===== src/rtl/ram32_port_arbiter_pkg.sv =====
// Shared types and constants for the two-port block-RAM arbiter.
package ram32_port_arbiter_pkg;

  typedef enum logic {
    ST_CLEAR = 1'b0,
    ST_RUN   = 1'b1
  } state_t;

  localparam logic PORT_A = 1'b0;
  localparam logic PORT_B = 1'b1;

  localparam int unsigned RAM_DEPTH  = 256;
  localparam int unsigned RD_LATENCY = 1;
  localparam int unsigned DEF_ADDR_W = $clog2(RAM_DEPTH);
  localparam int unsigned DEF_DATA_W = 32;

  // Tie-break winner: whichever port did not win the previous grant.
  function automatic logic rr_winner(input logic last_grant);
    return (last_grant == PORT_B) ? PORT_A : PORT_B;
  endfunction

endpackage


===== src/rtl/ram32_port_arbiter_rr_arb2.sv =====
// Two-input round-robin arbiter; grants are one-hot and combinational,
// last_grant is updated on every grant.
module ram32_port_arbiter_rr_arb2
  import ram32_port_arbiter_pkg::*;
(
  input  logic clk,
  input  logic reset,
  input  logic en,
  input  logic req_a,
  input  logic req_b,
  output logic gnt_a_c,
  output logic gnt_b_c
);

  logic last_grant;

  always_comb begin
    gnt_a_c = 1'b0;
    gnt_b_c = 1'b0;
    if (en) begin
      if (req_a && req_b) begin
        if (rr_winner(last_grant) == PORT_A) gnt_a_c = 1'b1;
        else                                 gnt_b_c = 1'b1;
      end else begin
        gnt_a_c = req_a;
        gnt_b_c = req_b;
      end
    end
  end

  // Reset to B so that A wins the first tie.
  always_ff @(posedge clk) begin
    if (reset) begin
      last_grant <= PORT_B;
    end else if (gnt_a_c) begin
      last_grant <= PORT_A;
    end else if (gnt_b_c) begin
      last_grant <= PORT_B;
    end
  end

endmodule


===== src/rtl/ram32_port_arbiter.sv =====
// Shares one single-port block RAM between two requesters with round-robin
// arbitration, an optional zero-fill sweep after reset and routed read return.
module ram32_port_arbiter
  import ram32_port_arbiter_pkg::*;
#(
  parameter bit          CLEAR_ON_RESET = 1'b1,
  parameter int unsigned ADDR_W         = DEF_ADDR_W,
  parameter int unsigned DATA_W         = DEF_DATA_W
) (
  input  logic              clk,
  input  logic              reset,
  input  logic              a_req,
  input  logic              a_wre,
  input  logic [ADDR_W-1:0] a_ad,
  input  logic [DATA_W-1:0] a_din,
  output logic              a_gnt,
  output logic              a_rvalid,
  output logic [DATA_W-1:0] a_dout,
  input  logic              b_req,
  input  logic              b_wre,
  input  logic [ADDR_W-1:0] b_ad,
  input  logic [DATA_W-1:0] b_din,
  output logic              b_gnt,
  output logic              b_rvalid,
  output logic [DATA_W-1:0] b_dout,
  output logic              ram_ce,
  output logic              ram_oce,
  output logic              ram_reset,
  output logic              ram_wre,
  output logic [ADDR_W-1:0] ram_ad,
  output logic [DATA_W-1:0] ram_din,
  input  logic [DATA_W-1:0] ram_dout,
  output logic              ready
);

  localparam state_t            RESET_STATE = CLEAR_ON_RESET ? ST_CLEAR : ST_RUN;
  localparam logic [ADDR_W-1:0] LAST_ADDR   = '1;

  state_t                state;
  state_t                state_nxt;
  logic [ADDR_W-1:0]     clr_addr;
  logic                  arb_en_c;
  logic                  gnt_a_c;
  logic                  gnt_b_c;
  logic [RD_LATENCY-1:0] pend_a;
  logic [RD_LATENCY-1:0] pend_b;

  // State register.
  always_ff @(posedge clk) begin
    if (reset) state <= RESET_STATE;
    else       state <= state_nxt;
  end

  // Next state: the sweep ends after the last address has been written.
  always_comb begin
    state_nxt = state;
    if (state == ST_CLEAR && clr_addr == LAST_ADDR) state_nxt = ST_RUN;
  end

  // Clear-address counter and ready flag.
  always_ff @(posedge clk) begin
    if (reset) begin
      clr_addr <= '0;
      ready    <= ~CLEAR_ON_RESET;
    end else if (state == ST_CLEAR) begin
      clr_addr <= clr_addr + ADDR_W'(1);
      if (clr_addr == LAST_ADDR) ready <= 1'b1;
    end
  end

  assign arb_en_c = !reset && (state == ST_RUN);

  ram32_port_arbiter_rr_arb2 u_arb (
    .clk     (clk),
    .reset   (reset),
    .en      (arb_en_c),
    .req_a   (a_req),
    .req_b   (b_req),
    .gnt_a_c (gnt_a_c),
    .gnt_b_c (gnt_b_c)
  );

  // RAM command mux: sweep writes while clearing, else the granted port.
  always_comb begin
    ram_ce  = 1'b0;
    ram_wre = 1'b0;
    ram_ad  = '0;
    ram_din = '0;
    if (!reset) begin
      case (state)
        ST_CLEAR: begin
          ram_ce  = 1'b1;
          ram_wre = 1'b1;
          ram_ad  = clr_addr;
        end
        ST_RUN: begin
          if (gnt_a_c) begin
            ram_ce  = 1'b1;
            ram_wre = a_wre;
            ram_ad  = a_ad;
            ram_din = a_din;
          end else if (gnt_b_c) begin
            ram_ce  = 1'b1;
            ram_wre = b_wre;
            ram_ad  = b_ad;
            ram_din = b_din;
          end
        end
        default: ;
      endcase
    end
  end

  // Read-return tracking: one shift stage per cycle of RAM read latency.
  always_ff @(posedge clk) begin
    if (reset) begin
      pend_a <= '0;
      pend_b <= '0;
    end else begin
      pend_a <= RD_LATENCY'({pend_a, gnt_a_c & ~a_wre});
      pend_b <= RD_LATENCY'({pend_b, gnt_b_c & ~b_wre});
    end
  end

  // A response in flight when reset arrives is suppressed, not delivered.
  assign a_rvalid  = pend_a[RD_LATENCY-1] & ~reset;
  assign b_rvalid  = pend_b[RD_LATENCY-1] & ~reset;
  assign a_dout    = ram_dout;
  assign b_dout    = ram_dout;
  assign a_gnt     = gnt_a_c;
  assign b_gnt     = gnt_b_c;
  assign ram_oce   = 1'b1;
  assign ram_reset = reset;

endmodule


===== config.mk =====
export PLATFORM = sky130hd
export DESIGN_NAME = ram32_port_arbiter
export DESIGN_NICKNAME = d
export VERILOG_FILES = /design/src/rtl/ram32_port_arbiter_pkg.sv /design/src/rtl/ram32_port_arbiter_rr_arb2.sv /design/src/rtl/ram32_port_arbiter.sv
export SDC_FILE = /design/constraint.sdc
export NUM_CORES = 1
export LEC_CHECK = 0
export CAP_MARGIN = 0
export CORE_AREA = 2 2 91 93
export CTS_BUF_LIST = sky130_fd_sc_hd__clkbuf_8
export CTS_CLUSTER_SIZE = 8
export DETAILED_ROUTE_END_ITERATION = 10
export DIE_AREA = 0 0 93 95
export PLACE_DENSITY_LB_ADDON = 0.2
export SLEW_MARGIN = 20
export SYNTH_ARGS = -nofsm -noshare
export SYNTH_HDL_FRONTEND = slang
export SYNTH_SLANG_ARGS = --single-unit

===== constraint.sdc =====
create_clock -name clk -period 3.15 [get_ports clk]
set_clock_uncertainty 0.05 [all_clocks]
set_input_delay 0.63 -clock clk [delete_from_list [all_inputs] [get_ports clk]]
set_output_delay 0.63 -clock clk [all_outputs]
set_load 0.01 [all_outputs]

======== Word-level counts from Yosys, hierarchy flattened ========
Cells that the tools add are included.
word-level totals
  register bits ........................... 13
  input bits .............................. 118
  output and inout bits ................... 113
  logic and storage cells ................. 46
cells by class
  $add $sub $neg .......................... 1
  equality and inequality tests ........... 1
  muxes and demuxes ....................... 24
  bitwise logic cells ..................... 8
  reductions and logical operators ........ 6
operators by type and width
  cell                   count
  $mux W32               4
  $mux W8                3
  $pmux W8 S2            1
  $mux W1                14
  $add A8 B1 Y8 const B  1
  $eq A8 B8 Y1 const B   1
  $and A1 B1 Y1          4
  $not A1 Y1             4
  $pmux W1 S2            2
  $logic_and A1 B1 Y1    3
  $reduce_and A2 Y1      1
  $reduce_bool A2 Y1     1
  $logic_not A1 Y1       1

======== Depth between registers and ports, before layout ========
Gate-level depths: netlist (run 1).
  depth in word-level cells ............... 7
  gate-level depth with buffers ........... 6
  gate-level depth less buffers ........... 4

======== By module ========
A second synthesis (run 1) with hierarchy kept.
second synthesis, totals
  cells, all modules ...................... 234
  area, all modules ....................... 1,647.8 um^2
by module, submodules not included
  module                      times used  cells each  area each (um^2)  sequential area each (um^2)
  ram32_port_arbiter          1           226         1,589.0           220.2
  ram32_port_arbiter_rr_arb2  1           8           58.8              20.0

======== Worst setup path before layout (run 1) ========
No wires, ideal clock.
  kind .................................... input to output
  from .................................... input port reset
  to ...................................... output port ram_din[27]
  arrival time ............................ 1.603 ns
  required time ........................... 2.470 ns
  setup slack ............................. 0.867 ns
  stages on the path ...................... 5
  buffers on the path ..................... 3
  cell sequence ........................... clkbuf_1 -> and4b_1 -> buf_6 -> buf_6 -> a22o_2
between the ends
  elaborated cells on any way between the ends .. 8
  classes of those cells .................. mux: 6; reduce/logical: 2
RTL lines
  what                 RTL line                          source
  from (decl)          ram32_port_arbiter.sv:11          input logic reset,
  $logic_not A1 Y1     -
  $logic_and A1 B1 Y1  ram32_port_arbiter.sv:71          assign arb_en_c = !reset && (state == ST_RUN);
  $mux W1              ram32_port_arbiter_rr_arb2.sv:20  if (en) begin
  via a_gnt            ram32_port_arbiter.sv:16          output logic a_gnt,
  $mux W32             ram32_port_arbiter.sv:97          if (gnt_a_c) begin
  $mux W32             ram32_port_arbiter.sv:90          case (state)
  $mux W32             ram32_port_arbiter.sv:89          if (!reset) begin
  to (decl)            ram32_port_arbiter.sv:31          output logic [DATA_W-1:0] ram_din,
The timed path passes the listed nets, and every way through them passes these cells.

======== Final worst setup path (run 1) ========
  from .................................... input port b_req
  to ...................................... output port b_gnt
between the ends
  cells in the longest elaborated chain, start to end .. 3
ends and longest elaborated chain
  what                 RTL line                          source
  from (decl)          ram32_port_arbiter.sv:19          input logic b_req,
  $logic_and A1 B1 Y1  ram32_port_arbiter_rr_arb2.sv:21  if (req_a && req_b) begin
  $mux W1 (*)          ram32_port_arbiter_rr_arb2.sv:21
  $mux W1 (*)          ram32_port_arbiter_rr_arb2.sv:20
  to (decl)            ram32_port_arbiter.sv:23          output logic b_gnt,
Every way passes the cells marked *; elsewhere a longest branch is shown, timed or not.

==> metrics, run 1 <==
WHS Endpoint=clr_addr[7]; Site Rows=33; Synth Area in Adders=0.7752%; htree depth=1; status=completed; Clock Sinks=12; critical path class=in2out; R2R Path End=clr_addr[5]; Compound-Gate Fraction of Synth Area=28.68%; Hold Crit Start=clr_addr[7]; CP delay by family, top=buffers and inverters; R2R cell count=4; Pleak=1.247 nW; first-pass GRT wire length=9087 µm; largest cells by area after synthesis=buf_4, a22o_1, dfxtp_1; R2R Setup Slk=1.68 ns; layout cell share with drive strength beyond 1=9.124%; I/O Buffers=133; DR vias/cell=4.372; Post-synth top cells=buf_4, a22o_1, nor2_1; vias in the first global route=1680; final worst path period share=97.00%; routed length per instance=16.30 µm; total power=482.1 µW; HP Class=reg2reg; Iter 0 DRT Violations=44; Antenna Nets Post-Route=0; Slowest cell on crit path=clkdlybuf4s50_1; largest fanout on the critical path=7; PwrDens=182.9 nW/µm²; # diodes=0; vias=1657; total grt overflow=0; reg2reg start=state; CP bufs+invs=4; Syn Inst Count=202; MaxCap Viol Count=0; Root Driver=clkbuf_8; crit path DAT=2.38 ns; CTS tree=built; most instantiated library cell after synthesis=buf_4; Final Setup Violations=0; Max rail drop VDD=0.0001316 V; sequential area share after synthesis=14.88%; crit start category=input port; crit-path max cell delay=0.54 ns; Required @ worst endpoint=2.47 ns; Critical Path Sink Type=output port; crit-path cells=clkdlybuf4s50_1 -> a21boi_4 -> nor3b_4 -> buf_4 -> buf_4 -> clkdlybuf4s50_1; dpl hpwl=4727 µm; I/O pin cnt=231; XOR/XNOR share of the synthesized area=2.171%; YS warnings=0; drt first pass iters=4; Initial Utilization=20.36%; CTS buffer count=3; multiplexer area fraction after synthesis=0.6202%; main combinational cell family by area after synthesis=buffers and inverters; fmax=327.3 MHz; antenna violations before repair=0; dominant synthesized flop cell=dfxtp_1; non-filler cells, final=379; hold depth=2; syn_nets=321; P&R area growth vs syn=63.33%; top cell type's share of synthesized area=30.70%; Netlist cell types=35; Post-synth EDFFs=0; clock tree buffer depth=2; RSZ-0062 raised after global routing=false; min cycle time layout=3.055 ns; Final Net Count=394; gr usage total=13.13%; Async SR Flop Fraction=0%; Final Hold Fails=0; clk slew on worst S/H paths=0.06 ns; DRC Markers=0; mapped cell area=1614 µm²; largest net degree at the start of global routing=34; Die Y=95 µm; Post-Route WL=6177 µm; Slew Limit Fails=0; placed cell count=370; post-synthesis register bit count=12; Core ar.=7928 µm²; die area=8835 µm²; cell taking the most area after synthesis=buf_4; overall die width=93 µm; Post-Synthesis Mean Instance Area=7.990 µm²; Synth Area in Simple Gates=14.65%; worst-skew pair later-pin latency=0.24 ns; Final Wtd Congestion=0.6735
==> area by class of cell <==
class                      count  area, µm²
multi-input combinational    109      762.0
fill                         855       5291
timing repair buffer         148       1444
clock buffer                   4      55.05
inverter                       1      3.754
sequential                    12      240.2
tap                          105      131.4
==> report_power, final <==
group	total (mW)	switching, mW	leakage, nW	internal [mW]
sequential	0.160	0.00448	0.0973	0.155
clock	0.171	0.0607	0.0288	0.111
combinational	0.151	0.0394	1.12	0.112
total	0.482	0.105	1.25	0.378
==> routing by layer <==
metal | share of wire (%) | track usage [%] | up-vias
li1 | - | - | 797
met3 | 9.8 | 4.230 | 4
met1 | 38 | 14.16 | 768
met5 | 0 | 0 | -
met2 | 52 | 25.06 | 88
met4 | 0.13 | 2.696 | 0
==> tightest hold or removal path, cell delays in order (launching register included) <==
cell	delay, ns
dfxtp_1	0.33
o21ai_0	0.07
a21oi_1	0.06
==> kinds of logic (layout without fill, tap and decap cells) <==
kind of cell,Yosys count,after routing
buffers and inverters,81,153
AOI/OAI and AO/OA,60,60
and+or+nand+nor,42,42
DFF,12,12
xor gates and xnor gates,4,4
adders and majority gates,1,1
other,1,1
muxes,1,1
==> flip-flops by register name (all words and copies together) (netlist names) <==
name / cells
clr_addr: 8
pend_a: 1
pend_b: 1
state: 1
u_arb.last_grant: 1
==> worst max-delay path by stage <==
stage / end / depth (start not counted) / start
final: b_gnt / 6 / b_req
after global routing: b_gnt / 6 / b_req
after CTS: ram_din[25] / 7 / b_req
after detailed placement: ram_din[2] / 6 / b_req
after global placement: ram_din[2] / 5 / a_req
after floorplan: ram_din[27] / 5 / reset
==> cell usage in the layout, fill, tap and decap left out, types with 7 or more instances in the layout <==
master	n
a211oi_1	7
a21oi_1	13
a22o_1	31
buf_4	11
clkdlybuf4s50_1	93
dfxtp_1	12
dlygate4sd2_1	33
dlymetal6s2s_1	7
nand3_1	9
nor2_1	14
==> per-stage QoR <==
| step | instance area, µm² | setup TNS (ns) | hold slack (ns) | worst slack [ns] | utilization [%] |
|---|---|---|---|---|---|
| 3_5_place_dp | 2555 | -0.7013 | 0.4553 | -0.06802 | 32.23 |
| 3_3_place_gp | 2555 | -0.7117 | 0.4446 | -0.07445 | 32.23 |
| 6_report | 2636 | 0 | 0.4564 | 0.09461 | 33.25 |
| 5_1_grt | 2636 | 0 | 0.4913 | 0.01552 | 33.25 |
| 4_1_cts | 2619 | 0 | 0.4643 | 0.002798 | 33.03 |
| 2_1_floorplan | 1614 | 0 | 0.4208 | 0.8667 | - |
==> repair_timing <==
item / 4_1_cts / 5_1_grt
buffers inserted: 3 / 0
hold buffers: 0 / 0
cloned: 2 / 0
gates resized for setup: 39 / 7
setup endpoints to repair: 31 / 7
Power figures use the tool's default switching activity.
==> run 2: changes to the inputs <==
- GPL_ROUTABILITY_DRIVEN: unset -> 0
==> results of run 2 <==
The final DEF is identical to that of run 1; final timing and power are the same.
